File: src/rtl/cpu_pkg.sv
// Shared CPU decode definitions: MIPS32 field positions, opcode constants,
// the instruction-class helper and the decoded-instruction record.
package cpu_pkg;

    localparam int OP_MSB  = 31;
    localparam int OP_LSB  = 26;
    localparam int RS_MSB  = 25;
    localparam int RS_LSB  = 21;
    localparam int RT_MSB  = 20;
    localparam int RT_LSB  = 16;
    localparam int RD_MSB  = 15;
    localparam int RD_LSB  = 11;
    localparam int SH_MSB  = 10;
    localparam int SH_LSB  = 6;
    localparam int FN_MSB  = 5;
    localparam int FN_LSB  = 0;
    localparam int IMM_MSB = 15;
    localparam int IMM_LSB = 0;
    localparam int IDX_MSB = 25;
    localparam int IDX_LSB = 0;

    localparam logic [5:0] OP_RTYPE = 6'h00;
    localparam logic [5:0] OP_J     = 6'h02;
    localparam logic [5:0] OP_JAL   = 6'h03;
    localparam logic [5:0] OP_ORI   = 6'h0D;
    localparam logic [5:0] OP_LUI   = 6'h0F;

    typedef enum logic [1:0] {
        FMT_R = 2'd0,
        FMT_I = 2'd1,
        FMT_J = 2'd2
    } fmt_e;

    typedef struct packed {
        logic [5:0]  opcode;
        logic [4:0]  rs;
        logic [4:0]  rt;
        logic [4:0]  rd;
        logic [4:0]  shamt;
        logic [5:0]  func;
        logic [15:0] imm;
        logic [25:0] index;
        logic [31:0] imm_sext;
        logic [31:0] imm_zext;
        logic [31:0] imm_lui;
        logic        is_rtype;
        logic        is_jtype;
        logic        is_itype;
    } decoded_t;

    // Anything that is not SPECIAL or a jump falls into the I-type bucket,
    // including opcodes the core does not implement.
    function automatic fmt_e classify(input logic [5:0] op);
        fmt_e f;
        f = FMT_I;
        if (op == OP_RTYPE) begin
            f = FMT_R;
        end else if ((op == OP_J) || (op == OP_JAL)) begin
            f = FMT_J;
        end
        return f;
    endfunction

endpackage

File: src/rtl/instr_fields.sv
// Combinational MIPS32 field slicer, immediate extender and format classifier.
// Every field is sliced positionally whatever the instruction format.
module instr_fields
    import cpu_pkg::*;
(
    input  logic [31:0] instruction,
    output decoded_t    dec
);

    fmt_e        fmt;
    logic [15:0] imm16;

    always_comb begin
        fmt   = classify(instruction[OP_MSB:OP_LSB]);
        imm16 = instruction[IMM_MSB:IMM_LSB];

        dec          = '0;
        dec.opcode   = instruction[OP_MSB:OP_LSB];
        dec.rs       = instruction[RS_MSB:RS_LSB];
        dec.rt       = instruction[RT_MSB:RT_LSB];
        dec.rd       = instruction[RD_MSB:RD_LSB];
        dec.shamt    = instruction[SH_MSB:SH_LSB];
        dec.func     = instruction[FN_MSB:FN_LSB];
        dec.imm      = imm16;
        dec.index    = instruction[IDX_MSB:IDX_LSB];
        dec.imm_sext = {{16{imm16[15]}}, imm16};
        dec.imm_zext = {16'h0000, imm16};
        dec.imm_lui  = {imm16, 16'h0000};
        dec.is_rtype = (fmt == FMT_R);
        dec.is_jtype = (fmt == FMT_J);
        dec.is_itype = (fmt == FMT_I);
    end

endmodule

File: src/rtl/instr_decoder.sv
// Registered MIPS32 instruction decoder for the decode stage: one-cycle latency,
// decoded fields hold their last value while no new instruction arrives.
module instr_decoder
    import cpu_pkg::*;
(
    input  logic        clk,
    input  logic        rst_n,
    input  logic [31:0] instruction,
    input  logic        in_valid,
    output logic        out_valid,
    output logic [5:0]  opcode,
    output logic [4:0]  rs,
    output logic [4:0]  rt,
    output logic [4:0]  rd,
    output logic [4:0]  shamt,
    output logic [5:0]  func,
    output logic [15:0] imm,
    output logic [25:0] index,
    output logic [31:0] imm_sext,
    output logic [31:0] imm_zext,
    output logic [31:0] imm_lui,
    output logic        is_rtype,
    output logic        is_jtype,
    output logic        is_itype
);

    // Handshake: in_valid marks instruction as capturable on this rising edge;
    // there is no ready, the decoder accepts every cycle. out_valid marks the
    // registered outputs as the decode of an instruction captured last edge.

    decoded_t dec_next;
    decoded_t dec_q;
    logic     valid_q;

    instr_fields u_fields (
        .instruction (instruction),
        .dec         (dec_next)
    );

    always_ff @(posedge clk or negedge rst_n) begin
        if (!rst_n) begin
            dec_q   <= '0;
            valid_q <= 1'b0;
        end else begin
            valid_q <= in_valid;
            if (in_valid) begin
                dec_q <= dec_next;
            end
        end
    end

    assign out_valid = valid_q;
    assign opcode    = dec_q.opcode;
    assign rs        = dec_q.rs;
    assign rt        = dec_q.rt;
    assign rd        = dec_q.rd;
    assign shamt     = dec_q.shamt;
    assign func      = dec_q.func;
    assign imm       = dec_q.imm;
    assign index     = dec_q.index;
    assign imm_sext  = dec_q.imm_sext;
    assign imm_zext  = dec_q.imm_zext;
    assign imm_lui   = dec_q.imm_lui;
    assign is_rtype  = dec_q.is_rtype;
    assign is_jtype  = dec_q.is_jtype;
    assign is_itype  = dec_q.is_itype;

endmodule

File: config.mk
export PLATFORM = sky130hd
export DESIGN_NAME = instr_decoder
export DESIGN_NICKNAME = d
export VERILOG_FILES = /design/src/rtl/cpu_pkg.sv /design/src/rtl/instr_fields.sv /design/src/rtl/instr_decoder.sv
export SDC_FILE = /design/constraint.sdc
export NUM_CORES = 1
export LEC_CHECK = 0
export BUFFER_PORTS_ARGS = -buffer_cell sky130_fd_sc_hd__buf_2
export CAP_MARGIN = 40
export CORE_MARGIN = 2
export CORE_UTILIZATION = 41
export DETAILED_ROUTE_END_ITERATION = 8
export PLACE_DENSITY = 0.95
export SLEW_MARGIN = 20
export SYNTH_ARGS = -nofsm -noshare
export SYNTH_HDL_FRONTEND = slang
export SYNTH_SLANG_ARGS = --single-unit
File: constraint.sdc
create_clock -name clk -period 2.4 [get_ports clk]
set_input_delay 0.24 -clock clk [delete_from_list [all_inputs] [get_ports clk]]
set_output_delay 0.24 -clock clk [all_outputs]
set_load 0.1 [all_outputs]
# Word-level counts from Yosys, hierarchy flattened
# Index checks and enable logic that the tools add are counted.
# W data, S select, Z words.
op_classes:
  mux: 2
  reduce_logical: 3
  eq_ne: 4
op_table:
  columns: ["op", "n"]
  rows:
  - ["$eq A6 B2 Y1 const B", 2]
  - ["$logic_not A6 Y1", 1]
  - ["$mux W2", 2]
  - ["$eq A2 B1 Y1 const B", 1]
  - ["$eq A2 B2 Y1 const B", 1]
  - ["$logic_not A2 Y1", 1]
  - ["$logic_or A1 B1 Y1", 1]
totals:
  out_inout_bits: 174
  elab_cells: 22
  reg_bits: 94

# Longest topological paths before layout
logic_depth:
  word_depth: 5
  depth_mapped: 4

# Hierarchy
# A second synthesis with hierarchy kept.
unflattened:
  hier_cells: 542
  area_unflattened_um2: 7875.1
by_module_without_submodules:
  columns: ["mod", "area_each_um2", "n_inst", "seq_area_each_um2", "cells_each"]
  rows:
  - ["instr_decoder", 6553.8, 1, 4354.2, 366]
  - ["instr_fields", 1321.3, 1, 0.0, 176]

# Worst setup path after synthesis
# OpenSTA, ideal clock, no wires.
synth_path:
  path_type: "reg2out"
  from: "register index[15] (netlist name)"
  to: "output port imm_lui[31]"
  path_buffers: 1
  setup_slack_ps: 491
  t_required_ps: 2160
  t_arrival_ps: 1669
  path_stages_with_launch: 2
  cell_sequence: "dfrtp_1 -> buf_4"
synth_lines:
  columns: ["element", "line_no", "rtl"]
  rows:
  - ["end: declaration", "instr_decoder.sv:21", "output logic [31:0] imm_lui,"]

==> results.txt <==
The number of filler cells placed in the layout is 512. The depth of the CTS H-tree came out at 2. The remaining antenna violation count is 0. The flow ran to the end, and the final reports show no timing, DRC or antenna violations.

The maximum count of clock buffers along a single path came out at 2. The critical path's top delay family is flip-flops. The worst vdd rail ir drop came out at 0.887 mV. In this run the critical register-to-register path is launched from index[15]$_DFFE_PN0P_. The sequential element share of the synthesized area came out at 37.6%.

The clock transition at the register clock pins on the worst setup and hold paths after CTS is 0.07 ns. The max-slew headroom at the worst pin is 61.5%. The number of max-cap violations came out at 0. The initialized floorplan defines 27 standard-cell rows.

The clock period minus worst slack came out at 1.69 ns. The worst clock skew on the final layout is 0 ns. The violation count after the first detailed-route iteration came out at 38. The minimum hold slack came out at 0.177 ns. The maximum clock rate is 592 MHz. The average detailed-routed wire length per instance is 12.1 µm. Dividing total power by cell area gives a power density of 1380 nW/µm². The die area came out at 6470 µm².

The fraction of layout cells with a size suffix above 1 came out at 73.1%. Traced cell by cell, the critical path runs through buf_2. STA puts the critical path data required time at 2.16 ns. The average via count per standard cell came out at 4.09.

The number of cells traversed by the worst hold path came out at 2. TritonCTS built the clock tree. The slack of the worst reg-to-reg path is 1.40 ns. The cell count after synthesis came out at 221.

Along the worst path, the maximum fanout reaches 23. The height of the die came out at 80.4 µm. The period utilization is 70.3%. By startpoint and endpoint, the worst setup path is classified as reg -> out. The slew at the pin with the worst max-slew slack is 0.578 ns. The I/O pin count came out at 209.

The mean instance size in the synthesized netlist came out at 10.8 µm². After the last flow step, the layout net total stands at 331. The first global-routing pass estimated 6.14 mm of wire.

At the worst endpoint, the arrival time is 1.45 ns. The via count is 1510. The initial antenna violation count was 0. Clock tree synthesis inserted a total of 5 buffers.

The clock latency at the later pin of the worst-skew pair came out at 0.28 ns. The buffers inserted during post-CTS setup optimization came out at 0. Setup repair after global routing left no endpoint under its margin. Compared with the post-synthesis result, the final layout area differs by 6.74%. Once placement finished, the instance area stood at 2430 µm². Entering global routing, the biggest net connects 37 pins. The hold violation count in the final report is 0. The unique cell type count in the Yosys netlist came out at 14.

The count of synthesis-stage warnings from yosys is 0. The area occupied by multi-input gates is 543 µm². The global-route total usage across every layer is 12.5%.

The total number of clock tree sinks came out at 36. For this design, the slowest cell found on the critical path is sky130_fd_sc_hd__dfrtp_1. The fraction of the core area covered by cells at the end of the flow came out at 45.9%. The type of the worst min-delay path is in -> reg. The routed wire length is 4.46 mm.

The post-cts hold buffer count came out at 0. The floorplan step set the die width to 80.4 µm. For hold timing, the worst endpoint is is_rtype$_DFFE_PN0P_. The sequential cell area in the final layout came out at 901 µm². The worst setup path is launched from a flop. The total setup violations reported at the end of the flow is 0.

The endpoint kind of the worst setup timing path is a primary output. In this design, the stage delay of the slowest critical-path cell is 0.64 ns. The number of input and output port buffers inserted is 176. Clock tree synthesis selected as its root buffer the cell sky130_fd_sc_hd__clkbuf_8. The first-pass detailed-route iteration total came out at 2. The number of cells traversed by the worst register-to-register path came out at 1. The final routed DRC violation total is 0. At the end of routability-driven placement, the weighted congestion stood at 0.704. The mapped netlist covers 2400 µm². The final max-slew violation count is 0. The reg-to-reg critical path endpoint is index[15]$_DFFE_PN0P_. The setup TNS came out at 0 ns.

For this configuration, the core starts out at a cell density of 43.0%. The area of all placed cells without fillers is 2560 µm². Counting both buffers and inverters, the worst setup path holds a total of 1. The remaining global-route overflow came out at 0. The critical hold path startpoint is instruction[26]. The number of gates resized after CTS is 0. The count of state elements after synthesis came out at 36. The number of antenna cells inserted came out at 0. The leakage power is 1.44 nW. The number of global-route vias before repair came out at 1278. The HPWL after detailed placement is 3.53 mm. The area of the core came out at 5570 µm².
layout by cell type (no fill, tap or decap):
cell                            Yosys  layout
sky130_fd_sc_hd__buf_16             0       1
sky130_fd_sc_hd__buf_2              2     176
sky130_fd_sc_hd__buf_4            140       1
sky130_fd_sc_hd__clkbuf_1           0       2
sky130_fd_sc_hd__clkbuf_8           0       6
sky130_fd_sc_hd__conb_1             1      32
sky130_fd_sc_hd__dfrtp_1           36      36
sky130_fd_sc_hd__dlygate4sd3_1      0       1
sky130_fd_sc_hd__inv_1              2       2
sky130_fd_sc_hd__mux2_2            31      31
sky130_fd_sc_hd__nand2_1            1       1
sky130_fd_sc_hd__nand2b_1           2       2
sky130_fd_sc_hd__nor2b_1            1       1
sky130_fd_sc_hd__o21ai_0            1       1
sky130_fd_sc_hd__o32a_1             1       1
sky130_fd_sc_hd__o32ai_1            1       1
sky130_fd_sc_hd__o41ai_2            1       1
sky130_fd_sc_hd__or3_4              1       1
worst max-delay path by stage:
stage,start,endpoint,depth (start not counted)
after global placement,in_valid,shamt[2]$_DFFE_PN0P_,3
after floorplan,index[15]$_DFFE_PN0P_,imm_lui[31],1
final,index[15]$_DFFE_PN0P_,imm[15],1
after global routing,index[15]$_DFFE_PN0P_,imm[15],1
after CTS,index[15]$_DFFE_PN0P_,imm[15],1
after detailed placement,in_valid,shamt[2]$_DFFE_PN0P_,3
state kept, by name, indices dropped and copies added (netlist names):
register   count
opcode         6
func           5
rs             5
index          4
rd             4
rt             4
shamt          4
is_itype       1
is_jtype       1
is_rtype       1
out_valid      1
Yosys cell counts:
master | n | area share [%]
sky130_fd_sc_hd__mux2_2 | 31 | 15
sky130_fd_sc_hd__dfrtp_1 | 36 | 38
sky130_fd_sc_hd__o21ai_0 | 1 | 0.21
sky130_fd_sc_hd__o41ai_2 | 1 | 0.68
sky130_fd_sc_hd__buf_4 | 140 | 44
sky130_fd_sc_hd__nor2b_1 | 1 | 0.26
sky130_fd_sc_hd__nand2_1 | 1 | 0.16
sky130_fd_sc_hd__o32ai_1 | 1 | 0.37
sky130_fd_sc_hd__nand2b_1 | 2 | 0.52
sky130_fd_sc_hd__or3_4 | 1 | 0.47
sky130_fd_sc_hd__o32a_1 | 1 | 0.42
sky130_fd_sc_hd__inv_1 | 2 | 0.31
sky130_fd_sc_hd__buf_2 | 2 | 0.42
sky130_fd_sc_hd__conb_1 | 1 | 0.16
kinds of logic after synthesis:
family | count (synthesis) | share of synthesized area [%]
buffers and inverters | 144 | 44.6
flip-flops | 36 | 37.6
multiplexers | 31 | 14.6
AND/OR/NAND/NOR | 5 | 1.41
AO/OA/AOI/OAI | 4 | 1.67
other | 1 | 0.157
area by class of cell:
cell class	instances	area share, %
clock buffer	8	3.52
tap	72	3.52
inverter	2	0.294
sequential	36	35.2
multi-input combinational	72	21.2
timing repair buffer	179	36.2
routing by layer:
metal / global-route usage, % / part of all wire, % / up-vias
met1: 13.5 / 33 / 713
met3: 3.60 / 10 / 5
li1: - / - / 682
met2: 22.8 / 55 / 110
met4: 4.75 / 1.3 / 0
met5: 0 / 0 / -
power by group:
group	internal, mW	total (mW)	switching, mW
logic	0.229	2.36	2.13
clock network	0.234	0.435	0.201
registers	0.663	0.726	0.0637
total	1.13	3.52	2.40
metrics by stage:
step	power (mW)	std cells	setup slack, ns
finish	3.52	369	0.712
CTS	3.55	367	0.652
detailed placement	3.10	359	0.895
floorplan	3.11	252	0.491
global route	3.63	369	0.551
global placement	3.09	359	0.942
No activity file was read; power rests on OpenSTA's default activity.
